[src/rtl/bus_arbiter_mux_if.sv]
// bus_arbiter_mux_if: master request/address bundle and registered slave-side outputs
interface bus_arbiter_mux_if #(
    parameter int N_MST  = 4,
    parameter int ADDR_W = 32,
    parameter int DATA_W = 32
);
    logic [N_MST-1:0]        m_req_;
    logic [N_MST*ADDR_W-1:0] m_addr;
    logic [N_MST-1:0]        m_as_;
    logic [N_MST-1:0]        m_rw;
    logic [N_MST*DATA_W-1:0] m_wr_data;
    logic [N_MST-1:0]        m_busy;
    logic [N_MST-1:0]        m_grnt_;
    logic [ADDR_W-1:0]       s_addr;
    logic                    s_as_;
    logic                    s_rw;
    logic [DATA_W-1:0]       s_wr_data;
    logic [1:0]              htrans;
    modport master (
        output m_req_, m_addr, m_as_, m_rw, m_wr_data, m_busy,
        input  m_grnt_, s_addr, s_as_, s_rw, s_wr_data, htrans
    );
    modport slave (
        input  m_req_, m_addr, m_as_, m_rw, m_wr_data, m_busy,
        output m_grnt_, s_addr, s_as_, s_rw, s_wr_data, htrans
    );
endinterface

[src/rtl/bus_arbiter_mux.sv]
// bus_arbiter_mux: round-robin bus arbiter with tenure limit and registered slave-side mux
module bus_arbiter_mux #(
    parameter int N_MST    = 4,
    parameter int ADDR_W   = 32,
    parameter int DATA_W   = 32,
    parameter int MAX_HOLD = 16
) (
    input logic clk,
    input logic reset_,
    bus_arbiter_mux_if.slave bus
);
    localparam int OW = $clog2(N_MST);
    localparam int CW = MAX_HOLD > 2 ? $clog2(MAX_HOLD) : 1;
    localparam bit ROT = MAX_HOLD != 0;
    localparam logic [CW-1:0] TOP = CW'(MAX_HOLD > 0 ? MAX_HOLD - 1 : 0);
    typedef enum logic {IDLE, OWNED} state_t;
    state_t state, state_nx;
    logic [OW-1:0] own, own_nx, last, rr_idx, p;
    logic [CW-1:0] cnt, cnt_nx;
    logic [N_MST-1:0] req;
    logic others, chg, valid, first, seen, seen_nx, as_sel, busy_sel;
    logic [1:0] htrans_nx;
    assign req = ~bus.m_req_;
    assign others = |(req & ~(N_MST'(1) << own));
    // first requester after the previous owner; the highest offset (the owner itself) ranks last
    always_comb begin
        rr_idx = last;
        p = '0;
        for (int i = N_MST; i >= 1; i--) begin
            p = OW'((int'(last) + i) % N_MST);
            if (req[p]) rr_idx = p;
        end
    end
    always_comb begin
        state_nx = state;
        own_nx = own;
        if (state == IDLE) begin
            if (|req) begin
                state_nx = OWNED;
                own_nx = rr_idx;
            end
        end else if (!bus.m_busy[own]) begin
            if (!req[own]) begin
                state_nx = |req ? OWNED : IDLE;
                own_nx = |req ? rr_idx : own;
            end else if (ROT && cnt == TOP && others) begin
                own_nx = rr_idx;
            end
        end
    end
    assign valid = state_nx == OWNED;
    assign chg = valid && (state == IDLE || own_nx != own);
    assign cnt_nx = (!valid || chg) ? '0 : (ROT && cnt != TOP) ? cnt + 1'b1 : cnt;
    assign as_sel = bus.m_as_[own_nx];
    assign busy_sel = bus.m_busy[own_nx];
    assign first = chg || !seen;
    assign seen_nx = valid && (!as_sel || (!chg && seen));
    assign htrans_nx = !valid ? 2'b00 :
                       !as_sel ? ((first || !busy_sel) ? 2'b10 : 2'b11) :
                       busy_sel ? 2'b01 : 2'b00;
    assign bus.m_grnt_ = state == OWNED ? ~(N_MST'(1) << own) : '1;
    // s_* follow the owner for the coming cycle so a grant change never mixes two masters
    always_ff @(posedge clk or negedge reset_) begin
        if (!reset_) begin
            state <= IDLE;
            own <= '0;
            last <= OW'(N_MST - 1);
            cnt <= '0;
            seen <= 1'b0;
            bus.s_addr <= '0;
            bus.s_as_ <= 1'b1;
            bus.s_rw <= 1'b1;
            bus.s_wr_data <= '0;
            bus.htrans <= 2'b00;
        end else begin
            state <= state_nx;
            own <= own_nx;
            if (valid) last <= own_nx;
            cnt <= cnt_nx;
            seen <= seen_nx;
            bus.s_addr <= valid ? bus.m_addr[own_nx*ADDR_W +: ADDR_W] : '0;
            bus.s_as_ <= valid ? as_sel : 1'b1;
            bus.s_rw <= valid ? bus.m_rw[own_nx] : 1'b1;
            bus.s_wr_data <= valid ? bus.m_wr_data[own_nx*DATA_W +: DATA_W] : '0;
            bus.htrans <= htrans_nx;
        end
    end
endmodule

[src/flat_wrapper.sv]
// flat-port wrapper written by rule: the top's interface ports become plain ports
module bus_arbiter_mux_flat 
#(
    parameter int N_MST    = 4,
    parameter int ADDR_W   = 32,
    parameter int DATA_W   = 32,
    parameter int MAX_HOLD = 16
)
  (clk, reset_, bus_m_req_, bus_m_addr, bus_m_as_, bus_m_rw, bus_m_wr_data, bus_m_busy, bus_m_grnt_, bus_s_addr, bus_s_as_, bus_s_rw, bus_s_wr_data, bus_htrans);
  bus_arbiter_mux_if #(.N_MST(N_MST), .ADDR_W(ADDR_W), .DATA_W(DATA_W)) bus_i ();
  input logic clk;
  input logic reset_;
  input wire logic [$bits(bus_i.m_req_)-1:0] bus_m_req_;
  input wire logic [$bits(bus_i.m_addr)-1:0] bus_m_addr;
  input wire logic [$bits(bus_i.m_as_)-1:0] bus_m_as_;
  input wire logic [$bits(bus_i.m_rw)-1:0] bus_m_rw;
  input wire logic [$bits(bus_i.m_wr_data)-1:0] bus_m_wr_data;
  input wire logic [$bits(bus_i.m_busy)-1:0] bus_m_busy;
  output wire logic [$bits(bus_i.m_grnt_)-1:0] bus_m_grnt_;
  output wire logic [$bits(bus_i.s_addr)-1:0] bus_s_addr;
  output wire logic [$bits(bus_i.s_as_)-1:0] bus_s_as_;
  output wire logic [$bits(bus_i.s_rw)-1:0] bus_s_rw;
  output wire logic [$bits(bus_i.s_wr_data)-1:0] bus_s_wr_data;
  output wire logic [$bits(bus_i.htrans)-1:0] bus_htrans;
  assign bus_i.m_req_ = bus_m_req_;
  assign bus_i.m_addr = bus_m_addr;
  assign bus_i.m_as_ = bus_m_as_;
  assign bus_i.m_rw = bus_m_rw;
  assign bus_i.m_wr_data = bus_m_wr_data;
  assign bus_i.m_busy = bus_m_busy;
  assign bus_m_grnt_ = bus_i.m_grnt_;
  assign bus_s_addr = bus_i.s_addr;
  assign bus_s_as_ = bus_i.s_as_;
  assign bus_s_rw = bus_i.s_rw;
  assign bus_s_wr_data = bus_i.s_wr_data;
  assign bus_htrans = bus_i.htrans;
  bus_arbiter_mux #(.N_MST(N_MST), .ADDR_W(ADDR_W), .DATA_W(DATA_W), .MAX_HOLD(MAX_HOLD)) u_core (.clk(clk), .reset_(reset_), .bus(bus_i));
endmodule
[config.mk]
export PLATFORM = sky130hd
export DESIGN_NAME = bus_arbiter_mux_flat
export DESIGN_NICKNAME = d
export VERILOG_FILES = /design/src/rtl/bus_arbiter_mux_if.sv /design/src/rtl/bus_arbiter_mux.sv /design/src/flat_wrapper.sv
export SDC_FILE = /design/constraint.sdc
export NUM_CORES = 1
export LEC_CHECK = 0
export ABC_AREA = 1
export CAP_MARGIN = 20
export CORE_ASPECT_RATIO = 1.75
export CORE_MARGIN = 8
export CORE_UTILIZATION = 35
export DETAILED_ROUTE_END_ITERATION = 10
export PLACE_DENSITY = 0.83
export SLEW_MARGIN = 25
export SYNTH_ARGS = -nofsm -noshare
export SYNTH_HDL_FRONTEND = slang
export SYNTH_SLANG_ARGS = --single-unit
[constraint.sdc]
create_clock -name clk -period 2.52 [get_ports clk]
set_clock_uncertainty 0.05 [all_clocks]
set_input_delay 0.756 -clock clk [delete_from_list [all_inputs] [get_ports clk]]
set_output_delay 0.756 -clock clk [all_outputs]
set_load 0.01 [all_outputs]
# --- Word-level counts from Yosys, hierarchy flattened ---
# Cells that the tools add are included.
word_totals:
  inputBits: 274
  regBits: 78
classes:
  shifts: 3
  n_mux: 42
  eq_ne: 3
  order_cmp: 6
  bitwise_logic: 4
  n_addsub: 5
  reduce_logical: 17
op_table:
  columns: ["op", "n"]
  rows:
  - ["128-bit by 8-bit variable part select with 32-bit output", 2]
  - ["32-bit two-way mux", 2]
  - ["2-bit two-way mux", 11]
  - ["1-bit binary-select mux with 2-bit select", 9]
  - ["2-bit by 3-bit < comparator with 1-bit output, second input constant", 6]
  - ["1-bit two-way mux", 17]
  - ["4-bit two-way mux", 3]
  - ["4-bit NOT", 2]
  - ["4-bit OR reduction", 2]
  - ["1-bit zero test", 5]
  - ["1-bit logical OR", 5]
  - ["2-bit by 1-bit adder with 2-bit output, second input constant", 2]
  - ["2-bit adder, second input constant", 2]
  - ["4-bit by 1-bit adder with 4-bit output, second input constant", 1]
  - ["4-bit AND", 1]
  - ["4-bit equality test, second input constant", 1]
  - ["1-bit logical AND", 4]
  - ["4-bit != test, second input constant", 1]
  - ["1-bit by 2-bit left shift with 4-bit output, first input constant", 1]
  - ["2-bit != test", 1]
  - ["2-bit nonzero test", 1]
  - ["1-bit NOT", 1]

# --- Depth between registers and ports, before layout ---
logic_depth:
  depth_word: 19
  mapped_depth: 20
  mapped_depth_nobuf: 19

# --- Worst setup path before layout ---
# No wires, ideal clock.
synth_path:
  path_kind: "input-to-reg"
  from: "in bus_m_req_[2]"
  to: "reg u_core.bus.s_wr_data[2]"
  required_ns: 2.323
  setup_slack_ns: 0.106
  n_path_buf: 3
  cell_stages: 19
  setup_ns: 0.147
  arrival_ns: 2.217
  path_cell_list: "inv_1 nand2_1 nand2_1 nand2_1 nand2_2 clkinv_1 nand2_1 nand2_1 nand2_1 nand2_1 nand2_2 nand2_4 nand2_4 buf_8 inv_6 buf_12 buf_6 o21ai_1 a21oi_2"
synth_via:
  elab_chain_cells: 13
synth_rtl:
  columns: ["item", "line", "source"]
  rows:
  - ["start: declaration", "flat_wrapper.sv:13", "input wire logic [$bits(bus_i.m_req_)-1:0] bus_m_req_;"]
  - ["4-bit NOT (*)", "bus_arbiter_mux.sv:23", "assign req = ~bus.m_req_;"]
  - ["1-bit binary-select mux with 2-bit select", "bus_arbiter_mux.sv:31", "if (req[p]) rr_idx = p;"]
  - ["1-bit two-way mux (implied by the code)", "bus_arbiter_mux.sv:31", null]
  - ["2-bit two-way mux (4 in a row)", "bus_arbiter_mux.sv:31", null]
  - ["2-bit two-way mux (on tied branches)", "bus_arbiter_mux.sv:38, bus_arbiter_mux.sv:45, bus_arbiter_mux.sv:46", null]
  - ["2-bit two-way mux", "bus_arbiter_mux.sv:43", "if (!req[own]) begin"]
  - ["2-bit two-way mux", "bus_arbiter_mux.sv:42", "end else if (!bus.m_busy[own]) begin"]
  - ["2-bit two-way mux", "bus_arbiter_mux.sv:37", "if (state == IDLE) begin"]
  - ["128-bit by 8-bit variable part select with 32-bit output", "bus_arbiter_mux.sv:84", "bus.s_wr_data <= valid ? bus.m_wr_data[own_nx*DATA_W +: DATA_W] : '0;"]
  - ["32-bit two-way mux (*)", "bus_arbiter_mux.sv:84", null]
  - ["end signal: assignment", "bus_arbiter_mux.sv:84", null]
  - ["end: declaration", "bus_arbiter_mux_if.sv:25", "output m_grnt_, s_addr, s_as_, s_rw, s_wr_data, htrans"]
# Mark *: on every way between the ends. The rest lies on a longest branch, timed or not. The select of a mux whose other input is x is not followed.
# A chain may end at the register's enable or synchronous reset.

# --- Worst setup path after layout ---
layout_path:
  from: "reg u_core.last[0]"
  to: "reg u_core.bus.s_wr_data[16]"
layout_via:
  elab_chain_cells: 13
layout_rtl:
  columns: ["item", "line", "source"]
  rows:
  - ["start: declaration", "bus_arbiter_mux.sv:18", "logic [OW-1:0] own, own_nx, last, rr_idx, p;"]
  - ["start signal: assignment", "bus_arbiter_mux.sv:67", "last <= OW'(N_MST - 1);"]
  - ["start signal: assignment", "bus_arbiter_mux.sv:78", "if (valid) last <= own_nx;"]
  - ["2-bit by 1-bit adder with 2-bit output", "bus_arbiter_mux.sv:30", "p = OW'((int'(last) + i) % N_MST);"]
  - ["1-bit binary-select mux with 2-bit select", "bus_arbiter_mux.sv:31", null]
  - ["1-bit two-way mux (implied by the code)", "bus_arbiter_mux.sv:31", null]
  - ["2-bit two-way mux (3 in a row)", "bus_arbiter_mux.sv:31", null]
  - ["2-bit two-way mux (*)", "bus_arbiter_mux.sv:31", null]
  - ["2-bit two-way mux (on tied branches)", "bus_arbiter_mux.sv:38, bus_arbiter_mux.sv:45, bus_arbiter_mux.sv:46", null]
  - ["2-bit two-way mux", "bus_arbiter_mux.sv:43", null]
  - ["2-bit two-way mux", "bus_arbiter_mux.sv:42", null]
  - ["2-bit two-way mux (*)", "bus_arbiter_mux.sv:37", null]
  - ["128-bit by 8-bit variable part select with 32-bit output (*)", "bus_arbiter_mux.sv:84", null]
  - ["32-bit two-way mux (*)", "bus_arbiter_mux.sv:84", null]
# Marks and branches as above.

==> metrics.txt <==
outcome=complete, but fails checks; failing checks=setup timing; Top Ports=about 350; CP max stage delay=~600 ps; H-tree Lvls=3; hold buffers post-CTS=0; Worst EP arrival=about 2800 ps; core area=between 0.015 and 0.02 mm²; crit path max fanout=7; sw power=a little under 7000 µW; Setup TNS Final=-569.9 ps; Final period util=102.3%; Internal Power=roughly 9000 µW; Max-slew headroom=~62%; CP Cell Sequence=inv_4 > buf_6 > nand2_2 > nand2_1 > nand2_1 > nand2_1 > nor2_4 > nand2_2 > nand2_1 > nand2_2 > nand3_2 > nand3_2 > nand2_4 > nand2_8 > buf_12 > buf_6 > nor2_1 > o21ai_1 > a21oi_2; Syn Area/Cell=between 8 and 9 µm²; Post-route DRC=0; RSZ-0062 raised after global routing=true; post-synthesis sequential area ratio=approximately a third; total vias in the final route=about 6.9k; yosys warns=0; Post-Synthesis Cells=roughly 700; Cells after DPL=roughly 1.3k; crit-path leading delay family=simple AND/OR/NAND/NOR gates; sw frac=a little over two fifths; Final Instance Count excl. Fillers=1352; worst path bufs/invs=4; WS Path Type=reg -> reg; worst vdd ir=0.6968 mV; die height=187.1 µm; # setup viols final=28; CP required=roughly 2700 ps; die width=about 110 µm; RD Place Congestion=a little over 0.9; startpoint types=flip-flop; minimum clock period after layout=approximately 2600 ps; clk slew on worst S/H paths=around 70 ps; PortBufs=about 350; largest net degree at the start of global routing=39; Antenna Nets Post-Route=0; vias in the first global route=around 7k; WL/cell=about 21 µm; HPWL after detailed placement=around 19 mm; clock sink count=just under 80; Die ar.=approximately 0.021 mm²; drt pass-1 iters=5; Synth Cell Area=slightly below 0.006 mm²; layout cells sized above 1=around two fifths; TritonCTS clock tree=done; Mapped Nets=just under 1k; Overflow after GRT=0; Initial Util=a little over a third; pwr/cell area=roughly 1400 mW/mm²; Setup WS post-layout=-58.05 ps; Total Routing Usage GR=around a quarter; first-pass GRT wire length=between 30 and 40 mm; number of DRC markers in iteration 0=between 300 and 400; CP max-delay cell=dfstp_2; Slew Viols, Final=0; CP Capture Type=flip-flop; post-synthesis cell type count=35; Slew @ Worst Pin=around 570 ps; CP dominant cell by count=nand2_1; # rows=62; combinational fraction of design power=77.3%; total leakage power=~0.0048 µW; CTS Buffer Depth=2; Vias/cell=between 5 and 6; sequential share of power=14.0%; crit path launch=u_core.last[0]; Layout Nets=~1.4k; Final Hold Viols=0; initial antenna violation count=5; Area Overhead vs Synth=95.49%; total CTS buffers=9; total wire length=28.43 mm; Synth Register Bits=78; worst-skew pair later-pin latency=~330 ps; Reg-to-Reg Start=u_core.last[0]; MaxCap Viol Count=0; worst min path class=in -> async; part of the power in the clock network=between 8 and 9%; clk root buf=clkbuf_16; f_max=~0.39 GHz; final core occ=around 70%
routing by layer:
layer  vias up  wire length (µm)  GRT usage, %  share of wire [%]
li1       3196                 -             -                  -
met1      3267             10310         25.64                 36
met4         0              1275         10.61                4.5
met2       323             15270         42.57                 54
met3        72              1582         4.882                5.6
met5         -                 0             0                  0
kinds of logic after synthesis:
group,synth area share [%]
compound gates,30.84
xor+xnor,0.1495
fa+ha+maj,0.2135
buf+inv,9.889
flops,33.40
mux,0.1709
simple gates,25.33
final timing paths:
check	slack (ps)	endpoint	cells past startpoint
max in group asynchronous	1460	u_core.bus.s_wr_data[26]	2
worst min-delay path	350	u_core.bus.s_wr_data[4]	1
worst max-delay path	-60	u_core.bus.s_wr_data[16]	19
worst min register to register	480	u_core.seen	2
min in group clk	480	u_core.seen	2
worst max register to register	-60	u_core.bus.s_wr_data[16]	19
metrics by stage:
stage	hold slack [ps]	worst slack (ps)	total power [µW]	instance area (µm²)
after detailed placement	452.8	-648.5	11000	9739
after CTS	359.1	1.276	13750	10610
final	354.2	-58.05	15740	11450
after global placement	443.6	-584.9	10860	9739
after global routing	381.9	-213.1	16630	11450
after floorplan	410.4	105.9	7999	5858
layout by cell type, fill, tap and decap left out, types with 20 or more instances in the layout:
master,n
a21oi_2,65
buf_12,23
buf_4,59
clkdlybuf4s50_1,336
dfrtp_1,72
nand2_1,57
nand2_2,28
nor2_1,117
nor2_2,23
o211ai_2,58
o21ai_1,42
o21ai_2,23
or2_1,20
or2_2,26
power by group through the flow:
stage	combinational (µW)	clock, µW	sequential (µW)
6_report	12200	1380	2200
5_1_grt	12900	1450	2250
4_1_cts	10200	1400	2180
3_5_place_dp	8790	0	2220
3_3_place_gp	8650	0	2210
2_1_floorplan	5540	0	2460
layout make-up:
| type | count | area (µm²) |
|---|---|---|
| timing repair buffer | 457 | 4937 |
| multi-input combinational | 546 | 3837 |
| inverter | 25 | 115.1 |
| clock inverter | 5 | 58.81 |
| antenna | 5 | 12.51 |
| tap | 224 | 280.3 |
| fill | 1184 | 4916 |
| timing repair inverter | 1 | 8.758 |
| clock buffer | 11 | 242.7 |
| sequential | 78 | 1959 |
flip-flops by register name, summed over array words and instances (netlist names):
name / count
u_core.bus.s_wr_data: 32
u_core.bus.s_rw: 1
u_core.state: 1
u_core.cnt: 4
u_core.bus.htrans: 2
u_core.bus.s_addr: 32
u_core.seen: 1
u_core.bus.s_as_: 1
u_core.last: 2
u_core.own: 2
synthesized netlist by cell type, drive strengths merged:
cell type  number  area (µm²)
o211ai         65       813.3
and3            1       6.260
nand4           2       12.51
nor2          148       558.0
ha              1       12.51
buf            44       437.9
clkinv          1       3.750
nand2          95       386.6
a21oi          67       575.6
o21ai          76       410.4
clkbuf         10       42.54
o21a            1       7.510
or2            64       400.4
xor2            1       8.760
nand3          20       105.1
dfrtp          74        1852
nand3b          2       15.01
mux2i           1       10.01
inv            24       95.09
dfstp           4       105.1
repair_timing:
action                                  CTS  global route
buffers inserted                         22            19
resized for setup                        59           168
endpoints found under the setup margin   74            73
cloned                                    9            12
pin swaps                                 9            79
(Power assumes the default switching activity.)
